File: config.mk
export PLATFORM = sky130hd
export DESIGN_NAME = divider_sequencer
export DESIGN_NICKNAME = d
export VERILOG_FILES = /design/src/rtl/divider_sequencer.sv
export SDC_FILE = /design/constraint.sdc
export NUM_CORES = 1
export LEC_CHECK = 0
export ABC_AREA = 1
export CAP_MARGIN = 20
export CORE_ASPECT_RATIO = 0.8
export CORE_MARGIN = 1
export CORE_UTILIZATION = 60
export CTS_CLUSTER_SIZE = 12
export DETAILED_ROUTE_END_ITERATION = 10
export GPL_TIMING_DRIVEN = 0
export HOLD_SLACK_MARGIN = 0.15
export PLACE_DENSITY = 0.82
export SLEW_MARGIN = 5
export SYNTH_ARGS = -nofsm -noshare
export SYNTH_HDL_FRONTEND = slang
export SYNTH_SLANG_ARGS = --single-unit
File: constraint.sdc
create_clock -name clk -period 6.35 [get_ports clk]
set_input_delay 0.635 -clock clk [delete_from_list [all_inputs] [get_ports clk]]
set_output_delay 0.635 -clock clk [all_outputs]
set_load 0.05 [all_outputs]
File: src/rtl/divider_sequencer.sv
// divider_sequencer: multi-cycle 32-bit restoring divider with a valid/ready
// request port and a valid/ready result port. Handles DIVU/REMU/DIV/REM,
// with signed ops divided as magnitudes and the result sign-corrected on the
// final iteration edge.
module divider_sequencer #(
    parameter int ITERS_PER_CYCLE = 1
) (
    input  logic        clk,
    input  logic        rst,
    input  logic        i_valid,
    output logic        o_ready,
    input  logic [1:0]  i_op,
    input  logic [31:0] i_dividend,
    input  logic [31:0] i_divisor,
    output logic        o_valid,
    input  logic        i_ready,
    output logic [31:0] o_result,
    output logic        o_busy
);

    typedef enum logic [1:0] {
        IDLE = 2'd0,
        RUN  = 2'd1,
        DONE = 2'd2
    } state_t;

    state_t      state, state_nx;
    logic [5:0]  cnt;
    logic [31:0] rem_r, quo_r, dvd_r, dvs_r, res_r;
    logic        op_rem, neg_q, neg_r;

    // Request-side decode: magnitudes and sign flags for signed ops.
    logic        sgn, a_neg, b_neg, div_zero, last;
    logic [31:0] abs_a, abs_b;

    assign sgn      = i_op[1];
    assign a_neg    = sgn & i_dividend[31];
    assign b_neg    = sgn & i_divisor[31];
    assign abs_a    = a_neg ? -i_dividend : i_dividend;
    assign abs_b    = b_neg ? -i_divisor  : i_divisor;
    assign div_zero = (i_divisor == 32'd0);
    assign last     = (cnt == 6'(32 - ITERS_PER_CYCLE));

    // Restoring iterations for one RUN cycle, MSB-first. The shifted partial
    // remainder is kept 33 bits wide so a large divisor never loses its top bit.
    logic [31:0] rem_nx, quo_nx, dvd_nx;
    logic [32:0] shf, diff;

    always_comb begin
        rem_nx = rem_r;
        quo_nx = quo_r;
        dvd_nx = dvd_r;
        shf    = '0;
        diff   = '0;
        for (int k = 0; k < ITERS_PER_CYCLE; k++) begin
            shf    = {rem_nx, dvd_nx[31]};
            dvd_nx = {dvd_nx[30:0], 1'b0};
            diff   = shf - {1'b0, dvs_r};
            if (shf >= {1'b0, dvs_r}) begin
                rem_nx = diff[31:0];
                quo_nx = {quo_nx[30:0], 1'b1};
            end else begin
                rem_nx = shf[31:0];
                quo_nx = {quo_nx[30:0], 1'b0};
            end
        end
    end

    // Sign-corrected final values, taken on the edge completing iteration 32.
    logic [31:0] fin_q, fin_r;
    assign fin_q = neg_q ? -quo_nx : quo_nx;
    assign fin_r = neg_r ? -rem_nx : rem_nx;

    // State register.
    always_ff @(posedge clk or posedge rst) begin
        if (rst) state <= IDLE;
        else     state <= state_nx;
    end

    // Next-state logic: divide-by-zero skips RUN entirely.
    always_comb begin
        state_nx = state;
        case (state)
            IDLE:    if (i_valid) state_nx = div_zero ? DONE : RUN;
            RUN:     if (last)    state_nx = DONE;
            DONE:    if (i_ready) state_nx = IDLE;
            default: state_nx = IDLE;
        endcase
    end

    // Datapath: latch on accept, iterate in RUN, capture result on the way out.
    always_ff @(posedge clk or posedge rst) begin
        if (rst) begin
            cnt    <= '0;
            rem_r  <= '0;
            quo_r  <= '0;
            dvd_r  <= '0;
            dvs_r  <= '0;
            res_r  <= '0;
            op_rem <= 1'b0;
            neg_q  <= 1'b0;
            neg_r  <= 1'b0;
        end else begin
            case (state)
                IDLE: if (i_valid) begin
                    cnt    <= '0;
                    rem_r  <= '0;
                    quo_r  <= '0;
                    dvd_r  <= abs_a;
                    dvs_r  <= abs_b;
                    op_rem <= i_op[0];
                    neg_q  <= a_neg ^ b_neg;
                    neg_r  <= a_neg;
                    if (div_zero) res_r <= i_op[0] ? i_dividend : 32'hFFFF_FFFF;
                end
                RUN: begin
                    cnt   <= cnt + 6'(ITERS_PER_CYCLE);
                    rem_r <= rem_nx;
                    quo_r <= quo_nx;
                    dvd_r <= dvd_nx;
                    if (last) res_r <= op_rem ? fin_r : fin_q;
                end
                default: ;
            endcase
        end
    end

    assign o_ready  = (state == IDLE);
    assign o_valid  = (state == DONE);
    assign o_busy   = !o_ready;
    assign o_result = (state == DONE) ? res_r : 32'd0;

endmodule

## After elaboration in Yosys (flattened, before gate mapping)

Cells that the tools add are included.

- Flip-flop bits (word level): 170
- Bits of input ports: 70
- Output and inout bits: 35
- Logic and storage cells: 60

- $add $sub $neg: 6
- Magnitude comparators: 1
- Eq/ne operators: 7
- Mux-type cells: 25
- Bitwise gates (word level): 3
- Reductions and logical operators: 8

Operators by type and width:

| cell | count |
|---|---|
| two-way mux 32 bit | 13 |
| case mux 32 bit (2 select lines) | 3 |
| negator 32 bit | 4 |
| case mux 31 bit (2 select lines) | 1 |
| greater-or-equal comparator 33 x 32 -> 1 bit | 1 |
| zero test 32 bit | 1 |
| subtractor 32 bit | 1 |
| case mux 6 bit (2 select lines) | 1 |
| two-way mux 2 bit | 4 |
| adder 6 x 1 -> 6 bit (second input constant) | 1 |
| == test 6 x 5 -> 1 bit (second input constant) | 1 |
| two-way mux 6 bit | 1 |
| case mux 2 bit (3 select lines) | 1 |
| inequality test 2 x 1 -> 1 bit (second input constant) | 2 |
| inequality test 2 bit (second input constant) | 2 |
| AND reduction 2 bit | 2 |
| AND reduction 4 bit | 1 |
| AND reduction 3 bit | 1 |
| bitwise AND 1 bit | 2 |
| == test 2 x 1 -> 1 bit (second input constant) | 1 |
| == test 2 bit (second input constant) | 1 |
| zero test 2 bit | 1 |
| nonzero test 2 bit | 1 |
| zero test 1 bit | 1 |
| other kinds (2) | 2 |

## Logic depth before layout (Yosys ltp)

Gate-level depths: netlist (run 1).

- Word-level depth: 7
- Gate-level depth with buffers: 28
- Depth with buffers taken out: 27

## Worst setup path before layout (run 1)

OpenSTA, ideal clock, no wires.

- Path kind: reg2reg
- Start point: register rem_r[27]
- End point: register res_r[24]
- Arrival: 3508 ps
- Path slack: 2726 ps
- Stages on the path, launching flop included: 26
- Cell sequence: dfrtp_1 > ha_1 > nand2_1 > inv_2 > nand2_1 > nand2_1 > a21oi_2 > nand2_4 > nor2_8 > nand2_8 > inv_1 > buf_4 > ha_1 > nand3_1 > inv_1 > nand2_1 > nor3_1 > nand3_1 > nor2_1 > nand4_1 > o21ai_0 > a21oi_1 > a21oi_1 > nand2_1 > nand2_1 > nand2_1

- Word-level cells in the longest chain between the ends: 7
- Elaborated cells on any way between the ends: 10
- Classes of those cells: 2 x add/sub; 1 x order compare; 7 x mux

RTL lines:

| what | RTL line | text |
|---|---|---|
| start: declaration | 29 | `logic [31:0] rem_r, quo_r, dvd_r, dvs_r, res_r;` |
| start signal: assignment | 118 | `rem_r <= rem_nx;` |
| greater-or-equal comparator 33 x 32 -> 1 bit * | 59 | `if (shf >= {1'b0, dvs_r}) begin` |
| two-way mux 1 bit / two-way mux 32 bit (equally long branches) | 59 |  |
| negator 32 bit, on equally long branches | 71, 72 |  |
| two-way mux 32 bit, on equally long branches | 71, 72 |  |
| two-way mux 32 bit * (2 in a row) | 121 | `if (last) res_r <= op_rem ? fin_r : fin_q;` |
| case mux 32 bit (2 select lines) * | 104 | `case (state)` |
| end signal: assignment | 114 | `if (div_zero) res_r <= i_op[0] ? i_dividend : 32'hFFFF_FFFF;` |
| end signal: assignment | 121 |  |
| end: declaration | 29 |  |

Mark *: on every way between the ends. The rest lies on a longest branch, timed or not. The select of a mux whose other input is x is not followed.
A chain may end at the register's enable or synchronous reset.

## Worst setup path after layout (run 1)

- Start point: register dvs_r[2]
- End point: register res_r[24]

- Word-level cells in the longest chain between the ends: 7
- Elaborated cells on any way between the ends: 11
- Classes of those cells: 3 x add/sub; 1 x order compare; 7 x mux

RTL lines:

| what | RTL line | text |
|---|---|---|
| start: declaration | 29 |  |
| start signal: assignment | 110 | `dvs_r <= abs_b;` |
| subtractor 32 bit / greater-or-equal comparator 33 x 32 -> 1 bit (equally long branches) | 58, 59 |  |
| two-way mux 32 bit / two-way mux 1 bit (equally long branches) | 59 |  |
| negator 32 bit, on equally long branches | 72, 71 |  |
| two-way mux 32 bit, on equally long branches | 72, 71 |  |
| two-way mux 32 bit * (2 in a row) | 121 |  |
| case mux 32 bit (2 select lines) * | 104 |  |

Marks and branches as above.

==> results of run 1 <==
==> kinds of logic after synthesis <==
| group | after synthesis |
|---|---|
| adder cells (fa/ha/maj) | 38 |
| flip-flops | 170 |
| XOR/XNOR | 62 |
| buffers and inverters | 415 |
| AND/OR/NAND/NOR | 1185 |
| AO/OA/AOI/OAI | 340 |
==> worst min-delay path, cell delays in order, from the launching register on <==
cell,delay [ns]
dfrtp_1,0.35
nand2_1,0.06
nand2_1,0.05
==> registers in the layout (all words and copies together), names as in the netlist <==
register	count
dvd_r	32
dvs_r	32
rem_r	32
res_r	32
quo_r	31
cnt	6
state	2
neg_q	1
neg_r	1
op_rem	1
==> Yosys cell counts (21+ instances only) <==
master | n | area (um2)
a21oi_1 | 71 | 355
a22oi_1 | 31 | 233
clkbuf_1 | 52 | 195
dfrtp_1 | 170 | 4250
ha_1 | 37 | 463
inv_1 | 323 | 1210
nand2_1 | 649 | 2440
nand2_2 | 28 | 175
nand3_1 | 167 | 836
nand4_1 | 21 | 131
nor2_1 | 231 | 867
nor3_1 | 40 | 200
o21ai_0 | 143 | 716
o22ai_1 | 45 | 282
xor2_1 | 49 | 429
==> layout make-up <==
type	count	area, um2	area share, %
Timing Repair Buffer	105	1070	6.71
Inverter	339	1280	8.04
Buffer	76	337	2.12
Sequential cell	170	4250	26.7
Clock inverter	12	143	0.896
Tap cell	306	383	2.41
Multi-Input combinational cell	1625	8010	50.3
Clock buffer	19	443	2.78
==> routing by layer <==
layer | routed length, um | up-vias | global-route usage, %
li1 | - | 7311 | -
met2 | 20400 | 1028 | 61.2
met5 | 0 | - | 0
met3 | 6930 | 98 | 12.2
met4 | 1140 | 0 | 13.0
met1 | 21300 | 7143 | 62.4
==> path summary, 6_finish.rpt <==
kind,endpoint,startpoint
min in group asynchronous,dvs_r[27],rst
worst max register to register,res_r[24],dvs_r[2]
worst min-delay path,res_r[24],res_r[24]
max in group asynchronous,op_rem,rst
worst max-delay path,res_r[24],dvs_r[2]
worst min register to register,res_r[24],res_r[24]
==> stage by stage <==
stage | setup slack, ns | std cells | hold slack (ns) | utilization, % | instance area [um2]
finish | 1.33 | 2652 | 0.487 | 70.5 | 15900
global route | 0.967 | 2652 | 0.503 | 70.5 | 15900
CTS | 1.56 | 2652 | 0.482 | 70.5 | 15900
detailed placement | 1.60 | 2621 | 0.465 | 67.9 | 15300
global placement | -1.01 | 2620 | 0.464 | 67.8 | 15300
floorplan | 1.11 | 2210 | 0.449 | - | 13900
==> parameters.txt, run 1 <==
Parameter                              Value

Layout
  Commonest non-fill, non-tap cells in the layout    649 x nand2_1, 322 x inv_1, 231 x nor2_1, 170 x dfrtp_1, 167 x nand3_1
  Most common cell after layout, fill and taps aside    nand2_1
  Count of nets after finishing    2442
  Area Growth Syn to Fin    14.7%
  Number of antenna repair diodes    0
  Fraction of final layout cells sized beyond drive strength 1    5.16%
  Fillcell total    1949

GRT
  Global-route wire length before repair    75900 um
  Number of antenna violations at the first check in global routing    0
  Largest net degree at the start of global routing    89
  Total global routing overflow    0
  Number of global-route vias before repair    14014
  Total GRT Usage    42.9%

Synth
  Top_reg_cell synth    dfrtp_1
  Post-Synth Adder-Cell Area    under 10%
  Post-synthesis share of cell area spent on and, or, nand and nor gates    36.4%
  Number of library cell types mapped by synthesis    between 40 and 50
  Ys async rst share    100%
  Share of the synthesized netlist area taken by xor and xnor gates    around 3.9%
  Syn. warnings    0
  Netlist Area Pre-Place    0.0139 mm2
  Flop and latch count out of synthesis    between 150 and 200
  Average footprint of a synthesized cell    6.28 um2
  Part of the Yosys area used for sequential elements    around 31%
  Mux share of post-synthesis cell area    0%
  Post-synth EDFFs    0
  Synthesized instance count    2210
  Post-Synthesis Net Count    2318
  Post-synthesis compound-gate area fraction    13.9%
  Largest family of logic cells by synthesized area    simple AND/OR/NAND/NOR gates

Worst setup path
  Most frequent CP cell    nand2_1
  Data required time at the worst endpoint    6.68 ns
  Worst Reg-to-Reg Cells    26
  Setup slack, reg-to-reg    1.33 ns
  Peak fanout along the critical path    10
  Crit path largest cell delay    about 0.48 ns
  Crit path depth    26
  Kind of end point of the critical path    flip-flop
  Arrival @ worst endpoint    5.35 ns
  Cell class contributing the biggest share of worst-path delay    simple AND/OR/NAND/NOR gates
  Critical Path Slowest Stage Cell    nor3_1
  Type of the setup path with the least slack    reg -> reg
  Sort of element at the start of the critical path    flip-flop
  Worst Path Buf+Inv    4

Clock network
  Resize count post-CTS    0
  Hold Buf Count CTS    0
  Clock tree from TritonCTS    done
  CTS Buf Count    17
  Clock Sinks    170
  H-tree depth    4
  Clock Pin Slew Worst Setup and Hold Paths    0.07 ns
  Max Root-Sink Buffers    2
  Clock latency at the later pin of the worst-skew pair    roughly 0.44 ns
  Post CTS Setup Buffer Count    0
  CTS root buf    clkbuf_16

Floorplanning
  Die Footprint    0.0237 mm2
  Number of placement rows    49
  Chip width    172 um
  Vertical die dimension    between 100 and 150 um
  Initial cell density of the core    roughly three fifths
  Core box area    0.0226 mm2
  Number of ports placed on the die boundary    about 110

STA
  Final Setup Violations    0
  Achievable Freq    approximately 0.2 GHz
  Headroom to the max-slew limit    42.1%
  Fraction of the cycle the final worst path needs    79.1%
  Actual slew at the worst max-slew pin    0.869 ns
  Max-slew violations    0
  Layout Skew    0.00999 ns
  Setup TNS after final layout    0 ns
  Minimum period implied by the final worst setup slack    5.02 ns
  Setup repair after global routing missed its margin    no
  Final hold vios    0

Placed design
  Total of buffers placed on input and output ports    104
  Final weighted congestion in routability-driven placement    1.06
  Total half-perimeter wirelength after legalization and detailed placement    39700 um

Hold path
  Hold-critical path depth    2
  Worst min-delay path class    reg -> reg

Drt
  Mean routed wirelength per cell    18.7 um
  Via-per-instance ratio    5.87
  Antenna violation net count after detailed routing    0
  Post-route DRC    0
  Vias post-DR    15580
  Pre-Repair DR Iteration Count    6
  Count of routing violations after the opening detailed-route iteration    2354
  Post-detailed-routing wire length    49700 um

Run status
  Result of the run    completed

Run
  Number of max-cap violations    0
Power of run 1 is left out: the tool's default activity adds up to more than one toggle a clock period on the data nets, which glitch-free logic cannot reach.
==> run 2: changes to the inputs <==
==> constraint.sdc (replaced) <==
create_clock -name clk -period 4.8 [get_ports clk]
set_input_delay 0.48 -clock clk [delete_from_list [all_inputs] [get_ports clk]]
set_output_delay 0.48 -clock clk [all_outputs]
set_load 0.05 [all_outputs]
==> run 2 against run 1 <==
Clock skew up 0.0056 ns. Via count up 1.8%. Sequential share of layout area down 0.19 points.
==> parameters.txt, run 2 (synthesized netlist as in run 1, its figures left out) <==
Parameter                              Value

Worst setup path
  Kind of end point of the critical path    flip-flop (unchanged)
  Type of the setup path with the least slack    reg -> reg (unchanged)
  Peak fanout along the critical path    10 (unchanged)
  Arrival @ worst endpoint    4.96 ns (was 5.35 ns)
  CP endpoint    res_r[24] (unchanged)
  Data required time at the worst endpoint    5.15 ns (was 6.68 ns)
  Setup slack, reg-to-reg    0.19 ns (was 1.33 ns)
  Start point of the critical path    dvs_r[13] (was dvs_r[2])
  Startpoint of the worst register-to-register path    dvs_r[13] (was dvs_r[2])
  Worst Reg-to-Reg Cells    26 (unchanged)
  Critical R2R Capture    res_r[24] (unchanged)
  Sort of element at the start of the critical path    flip-flop (unchanged)

STA
  Setup repair after global routing missed its margin    yes (was no)
  Headroom to the max-slew limit    29.1% (was 42.1%)
  Layout Skew    0.0155 ns (was 0.00999 ns)
  Minimum period implied by the final worst setup slack    4.61 ns (was 5.02 ns)
  Hold_ws    0.380 ns (was 0.487 ns)
  Actual slew at the worst max-slew pin    1.05 ns (was 0.869 ns)
  Fraction of the cycle the final worst path needs    96.1% (was 79.1%)
  Final hold vios    0 (unchanged)
  Achievable Freq    0.217 GHz (was 0.199 GHz)
  Final Setup Violations    0 (unchanged)
  Max-slew violations    0 (unchanged)

Clock network
  Clock latency at the later pin of the worst-skew pair    0.46 ns (was 0.44 ns)
  CTS root buf    clkbuf_16 (unchanged)
  H-tree depth    4 (unchanged)
  Clock tree from TritonCTS    done (unchanged)
  Clock Pin Slew Worst Setup and Hold Paths    0.07 ns (about the same)
  CTS Buf Count    17 (unchanged)
  Clock Sinks    170 (unchanged)
  Max Root-Sink Buffers    2 (unchanged)
  Hold Buf Count CTS    0 (unchanged)

Run
  Number of max-cap violations    0 (unchanged)

GRT
  Number of global-route vias before repair    14001 (was 14014)
  Largest net degree at the start of global routing    41 (was 89)
  Total GRT Usage    43.1% (was 42.9%)
  Total global routing overflow    0 (unchanged)
  Number of antenna violations at the first check in global routing    1 (was 0)
  Global-route wire length before repair    76100 um (was 75900 um)

Drt
  Mean routed wirelength per cell    19.0 um (was 18.7 um)
  Pre-Repair DR Iteration Count    7 (was 6)
  Count of routing violations after the opening detailed-route iteration    2390 (was 2354)
  Vias post-DR    15859 (was 15580)
  Via-per-instance ratio    5.96 (was 5.87)
  Post-route DRC    0 (unchanged)
  Antenna violation net count after detailed routing    0 (unchanged)
  Post-detailed-routing wire length    50600 um (was 49700 um)

Floorplanning
  Chip width    172 um (unchanged)
  Number of ports placed on the die boundary    105 (unchanged)
  Core box area    0.0226 mm2 (unchanged)
  Number of placement rows    49 (unchanged)
  Vertical die dimension    138 um (unchanged)
  Die Footprint    0.0237 mm2 (unchanged)
  Initial cell density of the core    61.5% (unchanged)

Placed design
  Total of buffers placed on input and output ports    104 (unchanged)
  Final weighted congestion in routability-driven placement    1.03 (was 1.06)
  Total half-perimeter wirelength after legalization and detailed placement    40100 um (was 39700 um)

Layout
  Area Growth Syn to Fin    15.6% (was 14.7%)
  Most common cell after layout, fill and taps aside    nand2_1 (unchanged)
  Count of nets after finishing    2451 (was 2442)
  Number of antenna repair diodes    0 (unchanged)
  Fraction of final layout cells sized beyond drive strength 1    5.69% (was 5.16%)
  Commonest non-fill, non-tap cells in the layout    649 x nand2_1, 322 x inv_1, 231 x nor2_1, 170 x dfrtp_1, 167 x nand3_1 (unchanged)

Hold path
  Worst min-delay path class    in -> async (was reg -> reg)

Run status
  Result of the run    completed (unchanged)
## run 2: cell type report
cell class | instances | area, um2
Clock inverter | 12 | 116
Timing Repair Buffer | 114 | 1190
Multi-Input combinational cell | 1625 | 8030
Clock buffer | 20 | 447
Fill cell | 1980 | 6530
Buffer | 76 | 337
Tap cell | 306 | 383
Inverter | 339 | 1280
Sequential cell | 170 | 4250
## run 2: worst min-delay path by stage
stage	endpoint	depth (start not counted)
floorplan	res_r[21]	2
global placement	res_r[23]	2
detailed placement	res_r[29]	2
CTS	dvd_r[13]	2
global route	dvd_r[13]	2
finish	dvd_r[13]	2
## run 2: stage by stage
step | utilization [%] | setup TNS (ns) | instances | area, um2 | setup slack, ns
after floorplan | - | 0 | 2210 | 13900 | 1.18
after global placement | 67.8 | -0.160 | 2620 | 15300 | -0.123
after detailed placement | 68.3 | -0.201 | 2625 | 15400 | -0.139
after CTS | 70.8 | 0 | 2657 | 16000 | 0.0755
after global routing | 71.0 | -0.0661 | 2662 | 16000 | -0.0586
final | 71.0 | 0 | 2662 | 16000 | 0.189
## run 2: repair_timing
action / in CTS / in global routing
pin swaps: 0 / 2
gates cloned: 0 / 0
resized for setup: 1 / 7
setup endpoints to repair: 2 / 5
setup buffers: 0 / 5
## run 2: critical path, stage by stage, from the launching register on
cell	delay (ns)
dfrtp_1	0.40
inv_1	0.14
ha_1	0.31
nand2_1	0.14
nor2_1	0.13
nand2_1	0.16
nor2_2	0.07
nand2_2	0.09
nand2_4	0.07
nor2_8	0.24
nand2_8	0.12
inv_1	0.16
buf_4	0.22
ha_1	0.21
nand3_1	0.16
inv_1	0.14
nand2_1	0.11
nor3_4	0.23
nand3_1	0.16
nor2_1	0.21
nand4_1	0.17
o21ai_1	0.23
a21oi_1	0.11
a21oi_2	0.31
nand2_1	0.09
nand2_1	0.06
nand2_1	0.04
## run 2: layer usage
layer  routed length (um)  part of all wire [%]  track usage [%]
met2                20400                    40             60.8
met1                21400                    42             62.7
met5                   17                 0.034                0
met3                 7450                    15             12.2
met4                 1350                   2.7             14.5
Power of run 2 is left out for the same reason.
